## src/rtl/ram_dump_uart_stream_if.sv

```systemverilog
// RAM read port plus byte-transmitter handshake between the dumper and its neighbours.
// master: the dumper (drives reads and launches bytes); slave: RAM + UART byte engine.
interface ram_dump_uart_stream_if #(
  parameter int unsigned ADDR_W = 16,
  parameter int unsigned DATA_W = 32
);
  logic              rd_en;
  logic [ADDR_W-1:0] rd_addr;
  logic [DATA_W-1:0] rd_data;
  logic [7:0]        tx_data;
  logic              tx_start;
  logic              tx_done;

  modport master (
    output rd_en, rd_addr, tx_data, tx_start,
    input  rd_data, tx_done
  );

  modport slave (
    input  rd_en, rd_addr, tx_data, tx_start,
    output rd_data, tx_done
  );
endinterface

```

## src/rtl/ram_dump_uart_stream.sv

```systemverilog
// Streams RAM words start..end (inclusive, wrapping) to a UART byte transmitter, with an
// optional header byte, selectable byte order and an optional 8-bit checksum trailer.
module ram_dump_uart_stream #(
  parameter int unsigned ADDR_W    = 16,
  parameter int unsigned DATA_W    = 32,
  parameter int unsigned RD_LAT    = 1,
  parameter bit          MSB_FIRST = 1'b0,
  parameter bit          HDR_EN    = 1'b1,
  parameter logic [7:0]  HDR_BYTE  = 8'hA5,
  parameter bit          CSUM_EN   = 1'b1
) (
  input  logic                  clk_i,
  input  logic                  rst_i,
  input  logic                  start_i,
  input  logic [ADDR_W-1:0]     start_addr_i,
  input  logic [ADDR_W-1:0]     end_addr_i,
  input  logic                  abort_i,
  output logic                  busy_o,
  output logic                  done_o,
  ram_dump_uart_stream_if.master bus_io
);

  localparam int unsigned NBYTES = DATA_W / 8;
  localparam int unsigned IDX_W  = (NBYTES > 1) ? $clog2(NBYTES) : 1;

  typedef enum logic [3:0] {
    StIdle,
    StHdr,
    StHdrWait,
    StRd,
    StRdWait,
    StByte,
    StByteWait,
    StNext,
    StCsum,
    StCsumWait,
    StFin
  } state_e;

  state_e            state_q;
  logic              rd_en_q;
  logic              tx_start_q;
  logic              busy_q;
  logic              done_q;
  logic [ADDR_W-1:0] rd_addr_q;
  logic [ADDR_W-1:0] end_addr_q;
  logic [DATA_W-1:0] word_q;
  logic [7:0]        tx_data_q;
  logic [7:0]        csum_q;
  logic [IDX_W-1:0]  idx_q;
  logic [2:0]        lat_q;
  logic [7:0]        cur_byte;

  assign bus_io.rd_en    = rd_en_q;
  assign bus_io.rd_addr  = rd_addr_q;
  assign bus_io.tx_data  = tx_data_q;
  assign bus_io.tx_start = tx_start_q;
  assign busy_o          = busy_q;
  assign done_o          = done_q;

  // Select the byte of the captured word addressed by the byte index and the byte order.
  always_comb begin
    int unsigned idx;
    int unsigned sh;
    idx      = 32'(idx_q);
    sh       = MSB_FIRST ? (DATA_W - 8 - 8 * idx) : (8 * idx);
    cur_byte = 8'(word_q >> sh);
  end

  // Dump sequencer; every output is a register written only here.
  always_ff @(posedge clk_i) begin
    if (rst_i) begin
      state_q    <= StIdle;
      rd_en_q    <= 1'b0;
      tx_start_q <= 1'b0;
      busy_q     <= 1'b0;
      done_q     <= 1'b0;
      rd_addr_q  <= '0;
      end_addr_q <= '0;
      word_q     <= '0;
      tx_data_q  <= '0;
      csum_q     <= '0;
      idx_q      <= '0;
      lat_q      <= '0;
    end else if (abort_i && (state_q != StIdle)) begin
      // A byte already launched is left to the transmitter; nothing new is issued.
      state_q    <= StIdle;
      rd_en_q    <= 1'b0;
      tx_start_q <= 1'b0;
      busy_q     <= 1'b0;
      done_q     <= 1'b0;
    end else begin
      rd_en_q    <= 1'b0;
      tx_start_q <= 1'b0;
      done_q     <= 1'b0;
      unique case (state_q)
        StIdle: begin
          if (start_i) begin
            rd_addr_q  <= start_addr_i;
            end_addr_q <= end_addr_i;
            csum_q     <= '0;
            busy_q     <= 1'b1;
            state_q    <= HDR_EN ? StHdr : StRd;
          end
        end
        StHdr: begin
          tx_data_q  <= HDR_BYTE;
          tx_start_q <= 1'b1;
          state_q    <= StHdrWait;
        end
        StHdrWait: begin
          if (bus_io.tx_done) state_q <= StRd;
        end
        StRd: begin
          rd_en_q <= 1'b1;
          lat_q   <= '0;
          state_q <= StRdWait;
        end
        StRdWait: begin
          // lat_q reaches RD_LAT on the edge where rd_data is valid.
          if (lat_q == 3'(RD_LAT)) begin
            word_q  <= bus_io.rd_data;
            idx_q   <= '0;
            state_q <= StByte;
          end else begin
            lat_q <= lat_q + 3'd1;
          end
        end
        StByte: begin
          tx_data_q  <= cur_byte;
          tx_start_q <= 1'b1;
          csum_q     <= csum_q + cur_byte;
          state_q    <= StByteWait;
        end
        StByteWait: begin
          if (bus_io.tx_done) begin
            if (idx_q == IDX_W'(NBYTES - 1)) begin
              state_q <= StNext;
            end else begin
              idx_q   <= idx_q + 1'b1;
              state_q <= StByte;
            end
          end
        end
        StNext: begin
          if (rd_addr_q == end_addr_q) begin
            state_q <= CSUM_EN ? StCsum : StFin;
          end else begin
            rd_addr_q <= rd_addr_q + 1'b1;
            state_q   <= StRd;
          end
        end
        StCsum: begin
          tx_data_q  <= csum_q;
          tx_start_q <= 1'b1;
          state_q    <= StCsumWait;
        end
        StCsumWait: begin
          if (bus_io.tx_done) state_q <= StFin;
        end
        StFin: begin
          done_q  <= 1'b1;
          busy_q  <= 1'b0;
          state_q <= StIdle;
        end
        default: state_q <= StIdle;
      endcase
    end
  end

endmodule
```

## src/flat_wrapper.sv

```systemverilog
// flat-port wrapper written by rule: the top's interface ports become plain ports
module ram_dump_uart_stream_flat 
#(
  parameter int unsigned ADDR_W    = 16,
  parameter int unsigned DATA_W    = 32,
  parameter int unsigned RD_LAT    = 1,
  parameter bit          MSB_FIRST = 1'b0,
  parameter bit          HDR_EN    = 1'b1,
  parameter logic [7:0]  HDR_BYTE  = 8'hA5,
  parameter bit          CSUM_EN   = 1'b1
)
  (clk_i, rst_i, start_i, start_addr_i, end_addr_i, abort_i, busy_o, done_o, bus_io_rd_en, bus_io_rd_addr, bus_io_tx_data, bus_io_tx_start, bus_io_rd_data, bus_io_tx_done);
  ram_dump_uart_stream_if #(.ADDR_W(ADDR_W), .DATA_W(DATA_W)) bus_io_i ();
  input  logic clk_i;
  input  logic rst_i;
  input  logic start_i;
  input  logic [ADDR_W-1:0] start_addr_i;
  input  logic [ADDR_W-1:0] end_addr_i;
  input  logic abort_i;
  output logic busy_o;
  output logic done_o;
  output wire logic [$bits(bus_io_i.rd_en)-1:0] bus_io_rd_en;
  output wire logic [$bits(bus_io_i.rd_addr)-1:0] bus_io_rd_addr;
  output wire logic [$bits(bus_io_i.tx_data)-1:0] bus_io_tx_data;
  output wire logic [$bits(bus_io_i.tx_start)-1:0] bus_io_tx_start;
  input wire logic [$bits(bus_io_i.rd_data)-1:0] bus_io_rd_data;
  input wire logic [$bits(bus_io_i.tx_done)-1:0] bus_io_tx_done;
  assign bus_io_rd_en = bus_io_i.rd_en;
  assign bus_io_rd_addr = bus_io_i.rd_addr;
  assign bus_io_tx_data = bus_io_i.tx_data;
  assign bus_io_tx_start = bus_io_i.tx_start;
  assign bus_io_i.rd_data = bus_io_rd_data;
  assign bus_io_i.tx_done = bus_io_tx_done;
  ram_dump_uart_stream #(.ADDR_W(ADDR_W), .DATA_W(DATA_W), .RD_LAT(RD_LAT), .MSB_FIRST(MSB_FIRST), .HDR_EN(HDR_EN), .HDR_BYTE(HDR_BYTE), .CSUM_EN(CSUM_EN)) u_core (.clk_i(clk_i), .rst_i(rst_i), .start_i(start_i), .start_addr_i(start_addr_i), .end_addr_i(end_addr_i), .abort_i(abort_i), .busy_o(busy_o), .done_o(done_o), .bus_io(bus_io_i));
endmodule
```

## config.mk

```make
export PLATFORM = sky130hd
export DESIGN_NAME = ram_dump_uart_stream_flat
export DESIGN_NICKNAME = d
export VERILOG_FILES = /design/src/rtl/ram_dump_uart_stream_if.sv /design/src/rtl/ram_dump_uart_stream.sv /design/src/flat_wrapper.sv
export SDC_FILE = /design/constraint.sdc
export NUM_CORES = 1
export LEC_CHECK = 0
export CELL_PAD_IN_SITES_DETAIL_PLACEMENT = 1
export CELL_PAD_IN_SITES_GLOBAL_PLACEMENT = 2
export CORE_UTILIZATION = 27
export DETAILED_ROUTE_END_ITERATION = 6
export GPL_ROUTABILITY_DRIVEN = 1
export PLACE_DENSITY = 0.77
export RECOVER_POWER = 25
export SYNTH_ARGS = -nofsm -noshare
export SYNTH_HDL_FRONTEND = slang
export SYNTH_SLANG_ARGS = --single-unit
```

## constraint.sdc

```tcl
create_clock -name clk_i -period 2.6 [get_ports clk_i]
set_input_delay 0.52 -clock clk_i [delete_from_list [all_inputs] [get_ports clk_i]]
set_output_delay 0.52 -clock clk_i [all_outputs]
set_load 0.005 [all_outputs]
```

# After elaboration in Yosys (flattened, before gate mapping)
# Cells that the tools add are included.
[classes]
add_sub_neg = 4
mul = 0
div_mod_pow = 0
order_cmp = 0
n_eq_ne = 21
shift = 1
n_mux = 25
bitwise_logic = 1
n_reduce_logical = 20
[ops]
columns = ["cell", "count"]
rows = [
  ["$pmux W4 S10", 1],
  ["$mux W16", 2],
  ["$pmux W16 S2", 1],
  ["$shr A32 B5 Y8", 1],
  ["$mux W4", 6],
  ["$pmux W8 S3", 1],
  ["$add A16 B1 Y16 const B", 1],
  ["$eq A16 B16 Y1", 1],
  ["$eq A4 B3 Y1 const B", 4],
  ["$pmux W8 S2", 1],
  ["$ne A2 B2 Y1 const B", 7],
  ["$eq A4 B4 Y1 const B", 3],
  ["$reduce_and A3 Y1", 4],
  ["$reduce_and A5 Y1", 2],
  ["$reduce_bool A2 Y1", 5],
  ["$add A8 B8 Y8", 1],
  ["$eq A4 B2 Y1 const B", 2],
  ["$mux W2", 4],
  ["$mux W8", 1],
  ["$pmux W3 S2", 1],
  ["$eq A4 B1 Y1 const B", 1],
  ["$logic_not A4 Y1", 1],
  ["$mux W1", 4],
  ["$pmux W2 S2", 1],
  ["other kinds (15)", 16],
]
[word_totals]
register_bits = 93
latchBits = 0
ram_bits = 0
romBits = 0
in_bits = 69
out_inout_bits = 28
wordCells = 84
n_memories = 0

# Longest topological paths before layout
# Gate-level depths: netlist (run 1).
[depth]
ltp_word = 4
ltp_mapped = 10
mapped_depth_nobuf = 9

# Worst setup path after synthesis (run 1)
# No wires, ideal clock.
[synth_path]
path_kind = "reg2reg"
startpoint = "reg u_core.idx_q[0]"
endpoint = "reg u_core.csum_q[6]"
setup_ns = 0.132
arrival_time_ns = 2.517
required_ns = 2.468
slack_ns = -0.049
path_stages_with_launch = 11
path_buffers = 1
synth_period_minus_slack_ns = 2.649
path_cell_list = "dfxtp_1 > buf_2 > mux4_2 > ha_1 > fa_1 > a21o_1 > a21oi_1 > o21bai_1 > a21oi_1 > xor2_1 > o31ai_1"
[synth_between]
elab_chain_cells = 3
[synth_lines]
columns = ["element", "line_no", "source"]
rows = [
  ["start: declaration", "ram_dump_uart_stream.sv:50", "logic [IDX_W-1:0] idx_q;"],
  ["start signal: assignment", "ram_dump_uart_stream.sv:140", "idx_q <= idx_q + 1'b1;"],
  ["$shr A32 B5 Y8", "ram_dump_uart_stream.sv:67", "cur_byte = 8'(word_q >> sh);"],
  ["$add A8 B8 Y8", "ram_dump_uart_stream.sv:132", "csum_q <= csum_q + cur_byte;"],
  ["$pmux W8 S2", "ram_dump_uart_stream.sv:96", "unique case (state_q)"],
  ["end signal: assignment", "ram_dump_uart_stream.sv:132", ""],
  ["end: declaration", "ram_dump_uart_stream.sv:49", "logic [7:0] csum_q;"],
]
# No other way between the ends.
# A chain may end at the register's enable or synchronous reset.

# Worst setup path after layout (run 1)
# Same ends and word-level chain as after synthesis.

==> summary.txt, run 1 <==
Detailed routing
  – Post-route ant nets: 0
  – First DRT Iteration DRCs: 212
  – DR vias/cell: 4.99
  – Drt pass-1 iters: 4
  – Residual DRC: 0
  – Final wirelength: 15.3 mm
  – WL/cell: 16.3 um
  – Vias: between 4,000 and 5,000

Yosys
  – Synth Area in Simple Gates: 0.250
  – Synthesized instance count: between 500 and 600
  – Syn_area_per_cell: just over 8 um^2
  – Ys async rst share: 0
  – Post-synthesis compound-gate area fraction: 0.187
  – Netlist cell types: 60
  – Synth Flop Type: dfxtp_1
  – Synth Register Bits: a little over 90
  – Largest family of logic cells by synthesized area: simple AND/OR/NAND/NOR gates
  – Number of flops mapped to enable cells by yosys: 0
  – Register area share after synthesis: 0.390
  – Post-synthesis adder-cell area fraction: 0.0330
  – Mux contribution to synthesized area: 0.0464
  – Synthesis warning total: 0
  – Post-Synth XOR/XNOR Area: 0.0459
  – Syn Nets: roughly 670
  – Synthesized area: around 0.0048 mm^2

Finish
  – Nets: ~790
  – Final cell area excluding filler cells: between 0.006 and 0.007 mm^2
  – Area occupied by multi-input gates: 0.00271 mm^2
  – Share of cells above drive strength 1: 0.116
  – FF/Latch Area: approximately 0.0019 mm^2
  – P&R area growth vs syn: 35.9%
  – Layout fillers: roughly 2,100
  – ANT cells: 0
  – Most frequent cells in the layout: 131 x nand2_1, 92 x dfxtp_1, 78 x clkdlybuf4s50_1
  – Commonest non-fill, non-tap cell in the layout: nand2_1

Setup path
  – CP endpoint kind: flop
  – Crit start category: flop
  – Buf+Inv Stages, Crit Path: 0
  – Worst EP arrival: 2.73 ns
  – Critical path's top delay family: compound AO/OA/AOI/OAI gates
  – Critical-path maximum fanout: 5
  – WS Path Type: reg2reg
  – Worst path slowest cell: mux4_2
  – Worst path required time: ~2.9 ns
  – Critical Path Most Common Cell: a21oi_2
  – Crit-path cells: mux4_2, ha_2, fa_1, a21o_1, a21oi_2, o21bai_1, a21oi_2, xor2_1, o31ai_1
  – CP peak stage delay: about 0.53 ns

Clocking
  – Clk Latency, worst-skew pair: between 0.3 and 0.4 ns
  – CTS tree: done
  – Total clock sinks: 93
  – Root Driver: clkbuf_16
  – Clk slew on worst S/H paths: about 0.060 ns
  – CTS Buf Count: 9
  – Max Root-Sink Buffers: 2
  – CTS H-Tree Depth: 3

STA
  – Worst-margin pin slew: 0.596 ns
  – Hold slack: 0.455 ns
  – RSZ-0062 raised after global routing: true
  – Final setup violation count: 0
  – Slew Limit Fails: 0
  – Hold Vio Cnt, Final: 0
  – Fmax achieved: between 400 and 500 MHz
  – Post-layout min period: about 2.5 ns
  – Final period utilization: 0.954
  – Sum of negative setup slack: 0 ns
  – Worst-case headroom to the max-slew limit: 0.600
  – Worst Skew: approximately 0.0080 ns

Global route
  – Total GRT Usage: 0.173
  – Vias in the first global route: approximately 4,900
  – First-pass GRT wire length: between 20 and 25 mm
  – Largest net degree at the start of global routing: 33
  – Total gr overflow: 0
  – Initial antenna violation count: 0

Power
  – Switching share of power: 0.282
  – Leakage power: between 2 and 2.5 nW
  – Share of power burned in registers: 0.433
  – Net Switching: around 1.0 mW
  – Power per cell area: around 570 mW/mm^2
  – Cell-internal power: 2.66 mW
  – Combinational power share: 0.220
  – Clk pwr share: 0.346
  – Worst VDD drop: about 0.00035 V

Die
  – Chip Height: approximately 130 um
  – Core area: roughly 0.017 mm^2
  – # IOs: 97
  – Starting density of the core: 0.276
  – Die W: around 130 um
  – Row count: 48
  – Die footprint: between 0.015 and 0.02 mm^2

Placed design
  – Final GP Congestion: approximately 0.86
  – DP Area: between 0.006 and 0.007 mm^2
  – I/O Buffers: 96
  – DP Wirelength: approximately 11 mm

Status
  – Status: completed

Run
  – Max cap viols: 0

Worst hold path
  – HP Class: reg2reg
-- power groups by stage --
stage | Combinational [mW] | Clock (mW) | Sequential [mW]
after detailed placement | 0.839 | 0 | 1.64
after floorplan | 0.438 | 0 | 1.62
final | 0.815 | 1.28 | 1.60
after CTS | 0.844 | 1.34 | 1.61
after global routing | 0.903 | 1.40 | 1.62
after global placement | 0.823 | 0 | 1.64
-- metrics by stage --
step	cells	power [mW]	setup WS (ns)	util
after global placement	921	2.46	-0.0199	0.357
after detailed placement	921	2.48	-0.0771	0.357
after global routing	938	3.91	-0.0250	0.375
after floorplan	593	2.06	0.0301	-
after CTS	937	3.79	0.0345	0.374
final	938	3.70	0.119	0.375
-- path summary, 6_finish.rpt --
| kind | end | slack [ns] | depth (start not counted) | from |
|---|---|---|---|---|
| max | u_core.csum_q[6] | 0.12 | 9 | u_core.idx_q[0] |
| max reg2reg | u_core.csum_q[6] | 0.12 | 9 | u_core.idx_q[0] |
| min | u_core.word_q[13] | 0.45 | 2 | u_core.word_q[13] |
| min reg2reg | u_core.word_q[13] | 0.45 | 2 | u_core.word_q[13] |
-- cells in the mapped netlist (all sizes together), types with 2 or more instances --
cell type,count,area [um^2]
a2111oi,2,17.5
a211oi,8,60.1
a21o,2,15.0
a21oi,72,375
a22oi,14,105
a2bb2oi,2,17.5
a311oi,6,52.6
a31oi,2,12.5
and2,4,25.0
buf,17,116
clkbuf,23,86.3
dfxtp,93,1860
ha,11,138
inv,7,26.3
mux2i,3,30.0
mux4,8,180
nand2,131,492
nand2b,8,50.1
nand3,12,60.1
nand3b,2,15.0
nand4,8,50.1
nor2,49,189
nor2b,6,37.5
nor3,19,100
nor3b,2,20.0
nor4,10,83.8
o211ai,4,30.0
o21a,3,22.5
o21ai,16,80.1
o21bai,2,15.0
o22ai,2,12.5
o31ai,4,30.0
o41ai,2,17.5
or3,2,12.5
xnor2,21,184
xor2,4,35.0
-- metal layers --
| layer | up-vias | part of all wire | track usage |
|---|---|---|---|
| met5 | - | 0 | 0 |
| li1 | 2308 | - | - |
| met1 | 2233 | 0.44 | 0.214 |
| met3 | 25 | 0.052 | 0.0357 |
| met2 | 115 | 0.48 | 0.288 |
| met4 | 0 | 0.032 | 0.0799 |
-- logic make-up after synthesis --
logic type	count (synthesis)
simple gates	260
compound gates	144
flops	93
buf+inv	47
xor+xnor	25
mux	12
fa+ha+maj	12
-- registers in the layout, indices dropped and copies added, names as in the netlist --
name,count
u_core.state_q,4
u_core.bus_io.tx_data,8
u_core.end_addr_q,16
u_core.csum_q,8
u_core.bus_io.rd_en,1
u_core.lat_q,3
u_core.busy_o,1
u_core.done_o,1
u_core.word_q,32
u_core.idx_q,2
u_core.bus_io.tx_start,1
u_core.bus_io.rd_addr,16
-- what timing repair did --
action | in CTS | in global routing
pin swaps | 0 | 3
setup buffers | 0 | 1
gates resized for setup | 3 | 5
setup endpoints to repair | 2 | 2
hold buffers | 0 | 0
-- layout make-up --
type,instances,area share
clock buffers,14,0.0422
repair buffers,144,0.203
inverters,7,0.00405
flip-flops and latches,93,0.287
clock inverters,2,0.00251
multi-input cells,453,0.417
well taps,225,0.0434
-- worst min-delay path, cell delays in order (launching register included) --
cell,delay (ns)
dfxtp_1,0.31
nand2_1,0.05
a21oi_1,0.05
Note: power is estimated with default switching activity, not from simulation.
==> run 2: changes to the inputs <==
--- a/config.mk
+++ b/config.mk
@@ -7,10 +7,11 @@
 export LEC_CHECK = 0
 export CELL_PAD_IN_SITES_DETAIL_PLACEMENT = 1
 export CELL_PAD_IN_SITES_GLOBAL_PLACEMENT = 2
-export CORE_UTILIZATION = 27
+export CORE_UTILIZATION = 30
 export DETAILED_ROUTE_END_ITERATION = 6
+export DONT_BUFFER_PORTS = 1
 export GPL_ROUTABILITY_DRIVEN = 1
-export PLACE_DENSITY = 0.77
+export PLACE_DENSITY = 0.7
 export RECOVER_POWER = 25
 export SYNTH_ARGS = -nofsm -noshare
 export SYNTH_HDL_FRONTEND = slang
==> run 2 against run 1 <==
Final cell count is 13% lower. Sequential share of layout area is 5.7 points higher. Design area is 16% lower. Clock-buffer cell count is 5 lower. Flip-flop and latch count stayed put. Clock skew is 0.0014 ns lower. Critical path depth stayed put. Routed wire length is 7.6% lower. Global-route usage is 0.53 points higher. Sequential power hardly changed. Via count is 10% lower. Critical path type unchanged. Highest routed layer unchanged.
==> summary.txt, run 2 (synthesis gave the netlist of run 1 again) <==
Finish
  – Final cell area excluding filler cells: approximately 0.0054 mm^2
  – Most frequent cells in the layout: 131 x nand2_1, 92 x dfxtp_1, 69 x a21oi_1
  – Share of cells above drive strength 1: 0.113
  – ANT cells: 0
  – Layout fillers: roughly 1,800
  – Max reg flops: 32
  – Commonest non-fill, non-tap cell in the layout: nand2_1
  – Nets: just under 700
  – Biggest register: u_core.word_q
  – Non-Filler Instances: just over 800
  – P&R area growth vs syn: 13.5%

Die
  – Die W: between 100 and 150 um
  – Die footprint: ~0.016 mm^2
  – Chip Height: 128 um
  – Row count: 45
  – Starting density of the core: 0.311
  – # IOs: 97
  – Core area: 0.0154 mm^2

Placed design
  – DP Wirelength: 10.4 mm
  – I/O Buffers: 0
  – Inst Count DP: about 800
  – DP Area: between 0.005 and 0.006 mm^2
  – Final GP Congestion: 0.845

Power
  – Worst VDD drop: between 0.0003 and 0.0004 V
  – Power per cell area: 645 mW/mm^2
  – Power Total: about 3.5 mW
  – Leakage power: about 1.8 nW

Clocking
  – CTS H-Tree Depth: 3
  – Root Driver: clkbuf_16
  – Max Root-Sink Buffers: 2
  – CTS tree: done
  – Clk slew on worst S/H paths: about 0.070 ns
  – CTS Buf Count: 9
  – Total clock sinks: just over 90
  – Clk Latency, worst-skew pair: between 0.3 and 0.4 ns
  – Hold-fix buffers, CTS: 0

Detailed routing
  – First DRT Iteration DRCs: about 210
  – Residual DRC: 0
  – WL/cell: 17.3 um
  – Drt pass-1 iters: 4
  – Final wirelength: around 14 mm
  – DR vias/cell: 5.15
  – Vias: around 4,200
  – Post-route ant nets: 0

Global route
  – Initial antenna violation count: 0
  – Total GRT Usage: 0.179
  – Largest net degree at the start of global routing: between 90 and 100
  – Total gr overflow: 0
  – First-pass GRT wire length: 22.7 mm
  – Vias in the first global route: between 4,000 and 5,000

Setup path
  – Crit start category: flop
  – Critical-path maximum fanout: 5
  – Crit path from: u_core.idx_q[0]
  – Worst EP arrival: ~2.7 ns
  – Worst R2R Start: u_core.idx_q[0]
  – WS Path Type: reg2reg
  – Worst path required time: between 2 and 3 ns
  – CP endpoint kind: flop

STA
  – Hold slack: 0.251 ns
  – Worst Skew: between 0.006 and 0.007 ns
  – Sum of negative setup slack: 0 ns
  – Post-layout min period: ~2.5 ns
  – Worst-case headroom to the max-slew limit: 0.580
  – Slew Limit Fails: 0
  – Hold Vio Cnt, Final: 0
  – RSZ-0062 raised after global routing: false
  – Fmax achieved: 406 MHz
  – Worst-margin pin slew: 0.628 ns
  – Final period utilization: 0.948
  – Final setup violation count: 0

Status
  – Status: completed

Run
  – Max cap viols: 0

Worst hold path
  – HP Class: in2reg
  – Hold_sp: rst_i
-- run 2: cell types whose count changed in the layout (fill, tap and decap cells not counted), moves of 3 or more --
cell,change
clkbuf_1,+3
clkdlybuf4s50_1,-78
clkbuf_8,-3
inv_8,+3
dlygate4sd3_1,-17
buf_4,-16
-- run 2: where the power goes --
part           leakage [nW]  internal (mW)  switching (mW)
Clock                 0.145          0.683           0.667
Sequential            0.757           1.51           0.108
Combinational         0.887          0.211           0.312
-- run 2: path summary, 6_finish.rpt --
path | endpoint | slack (ns) | depth (start not counted)
worst max-delay path | u_core.csum_q[7] | 0.13 | 9
worst min-delay path | u_core.bus_io.rd_addr[9] | 0.25 | 1
worst max register to register | u_core.csum_q[7] | 0.13 | 9
worst min register to register | u_core.word_q[23] | 0.46 | 2
-- run 2: final cells by class --
cell class	count	area, um^2	area share
multi-input cells	453	2740	0.505
repair buffers	35	229	0.0422
clock inverters	7	75.1	0.0139
clock buffers	9	225	0.0416
well taps	211	264	0.0487
flip-flops and latches	93	1870	0.344
inverters	7	26.3	0.00485
-- run 2: worst max-delay path, cell delays in order (launching register included) --
cell and delay (ns):
dfxtp_4 0.38, buf_4 0.17, mux4_2 0.56, ha_4 0.32
nand3_1 0.08, o211ai_1 0.28, o41ai_2 0.10, xnor2_1 0.14
buf_4 0.14, a31o_1 0.19
-- run 2: what timing repair did --
item | in CTS | in global routing
pin swaps | 0 | 3
resized for setup | 1 | 7
setup endpoints to repair | 2 | 3
buffers inserted | 0 | 1
-- run 2: metal layers --
metal  vias up  routed length, um  global-route usage
met2        83               7100               0.315
met4         0                173              0.0602
met5         -                  0                   0
met1      2003               6010               0.208
li1       2098                  -                   -
met3        13                841              0.0484
-- run 2: stage by stage --
step	utilization	setup WS, ns
after floorplan	-	0.0301
after global placement	0.331	-0.0102
after detailed placement	0.331	-0.0911
after CTS	0.351	0.000407
after global routing	0.353	0.0114
final	0.353	0.134
==> run 3: changes to the inputs <==
==> constraint.sdc (replaced) <==
create_clock -name clk_i -period 2.6 [get_ports clk_i]
set_input_delay 0.78 -clock clk_i [delete_from_list [all_inputs] [get_ports clk_i]]
set_output_delay 0.78 -clock clk_i [all_outputs]
set_load 0.005 [all_outputs]
==> run 3 against run 2 <==
Critical path depth stayed put. Register-to-register slack worse by 0.08 ns. Clock-buffer cell count increased by 1. Design area is 0.62% higher. Clock power fell by 4%. Setup slack got worse by 0.083 ns. Non-clock buffer count is 2 higher. Routed wire length rose by 1.6%. Critical path type unchanged. Largest cell class unchanged. Largest power group unchanged.
==> summary.txt, run 3 (synthesis gave the netlist of run 1 again) <==
Status
  – Status: completed

STA
  – Worst-case headroom to the max-slew limit: 0.596
  – Final worst slack: slightly above 0.05 ns
  – Worst Skew: around 0.011 ns
  – Worst-margin pin slew: 0.605 ns
  – RSZ-0062 raised after global routing: true
  – Final period utilization: 0.980
  – Hold slack: 0.456 ns
  – Sum of negative setup slack: 0 ns
  – Slew Limit Fails: 0
  – Final setup violation count: 0
  – Hold Vio Cnt, Final: 0
  – Fmax achieved: approximately 390 MHz
  – Post-layout min period: about 2.5 ns

Setup path
  – Worst reg2reg path depth: 9
  – CP endpoint kind: flop
  – WS Path Type: reg2reg
  – Worst EP arrival: approximately 2.8 ns
  – Crit start category: flop
  – Worst path required time: 2.85 ns
  – R2R setup slack: 0.05 ns
  – Critical-path maximum fanout: 5
  – Crit path from: u_core.idx_q[0]
  – Worst R2R Start: u_core.idx_q[0]
  – Crit Reg-Reg Endpoint: u_core.csum_q[7]

Global route
  – Largest net degree at the start of global routing: 95
  – Total gr overflow: 0
  – Vias in the first global route: 4,375
  – Initial antenna violation count: 0
  – Total GRT Usage: 0.182
  – First-pass GRT wire length: roughly 23 mm

Finish
  – Biggest register: u_core.word_q
  – Final Util: 0.355
  – Non-Filler Instances: 817
  – Max reg flops: 32
  – P&R area growth vs syn: 14.2%
  – Most frequent cells in the layout: 131 x nand2_1, 92 x dfxtp_1, 68 x a21oi_1
  – ANT cells: 0
  – Share of cells above drive strength 1: 0.125
  – Commonest non-fill, non-tap cell in the layout: nand2_1
  – Nets: between 600 and 700

Power
  – Leakage power: ~1.8 nW
  – Power per cell area: 632 mW/mm^2
  – Worst VDD drop: 0.000310 V

Run
  – Max cap viols: 0

Die
  – # IOs: 97
  – Row count: between 40 and 50
  – Chip Height: approximately 130 um
  – Die W: about 130 um
  – Starting density of the core: 0.311
  – Core area: roughly 0.015 mm^2
  – Die footprint: 0.0164 mm^2

Clocking
  – CTS Buf Count: 9
  – CTS H-Tree Depth: 3
  – Clk slew on worst S/H paths: approximately 0.08 ns
  – CTS tree: done
  – Root Driver: clkbuf_16
  – Max Root-Sink Buffers: 2
  – Clk Latency, worst-skew pair: 0.36 ns
  – Total clock sinks: between 90 and 100

Placed design
  – Dpl ws: -0.0913 ns
  – I/O Buffers: 0
  – DP Wirelength: 10.5 mm
  – Final GP Congestion: between 0.8 and 0.9
  – Inst Count DP: 797

Worst hold path
  – HP Class: reg2reg
  – Hold_sp: u_core.word_q[7]
  – Hold Crit Endpoint: u_core.word_q[7]
  – Worst hold stages: 2

Detailed routing
  – Residual DRC: 0
  – Vias: 4,251
  – WL/cell: between 15 and 20 um
  – DR vias/cell: 5.20
  – Final wirelength: ~14 mm
  – Drt pass-1 iters: 4
  – First DRT Iteration DRCs: 249
  – Post-route ant nets: 0
## run 3: final cells by class
class | instances | area (um^2)
inverters | 7 | 26.3
multi-input cells | 453 | 2750
clock inverters | 6 | 55.1
flip-flops and latches | 93 | 1870
well taps | 211 | 264
repair buffers | 37 | 263
fillers | 1850 | 9920
clock buffers | 10 | 229
## run 3: worst max-delay path by stage
stage / endpoint / slack (ns) / depth (start not counted)
final: u_core.csum_q[7] / 0.05 / 9
after global routing: u_core.csum_q[7] / -0.06 / 9
after CTS: u_core.csum_q[6] / 0.02 / 9
after detailed placement: u_core.csum_q[7] / -0.09 / 9
after global placement: u_core.csum_q[7] / 0.001 / 9
after floorplan: u_core.csum_q[6] / 0.03 / 10
## run 3: through the flow
stage          instance area, um^2  power, mW
6_report                      5450       3.45
2_1_floorplan                 4780       2.06
3_3_place_gp                  5080       2.18
3_5_place_dp                  5080       2.20
4_1_cts                       5380       3.51
5_1_grt                       5450       3.64
## run 3: power breakdown
part           internal [mW]  switching [mW]  total, mW
Combinational          0.214           0.307      0.521
Sequential              1.51           0.113       1.63
Clock                  0.669           0.634       1.30
Total                   2.39            1.05       3.45
## run 3: critical path, stage by stage, from the launching register on
cell	delay (ns)
dfxtp_4	0.39
buf_8	0.12
mux4_2	0.54
ha_4	0.29
nand3_2	0.06
o211ai_1	0.15
o41ai_2	0.41
xnor2_1	0.18
a21oi_1	0.10
a31o_1	0.18
## run 3: what timing repair did
item | 4_1_cts | 5_1_grt
hold buffers | 0 | 0
setup endpoints to repair | 2 | 2
gates resized for setup | 3 | 12
setup buffers | 0 | 4
pin swaps | 0 | 9
## run 3: metal layers
metal | wire, um | GRT usage | vias up
li1 | - | - | 2101
met1 | 6120 | 0.211 | 2036
met2 | 7160 | 0.318 | 100
met3 | 862 | 0.0488 | 14
met4 | 222 | 0.0706 | 0
met5 | 0 | 0 | -
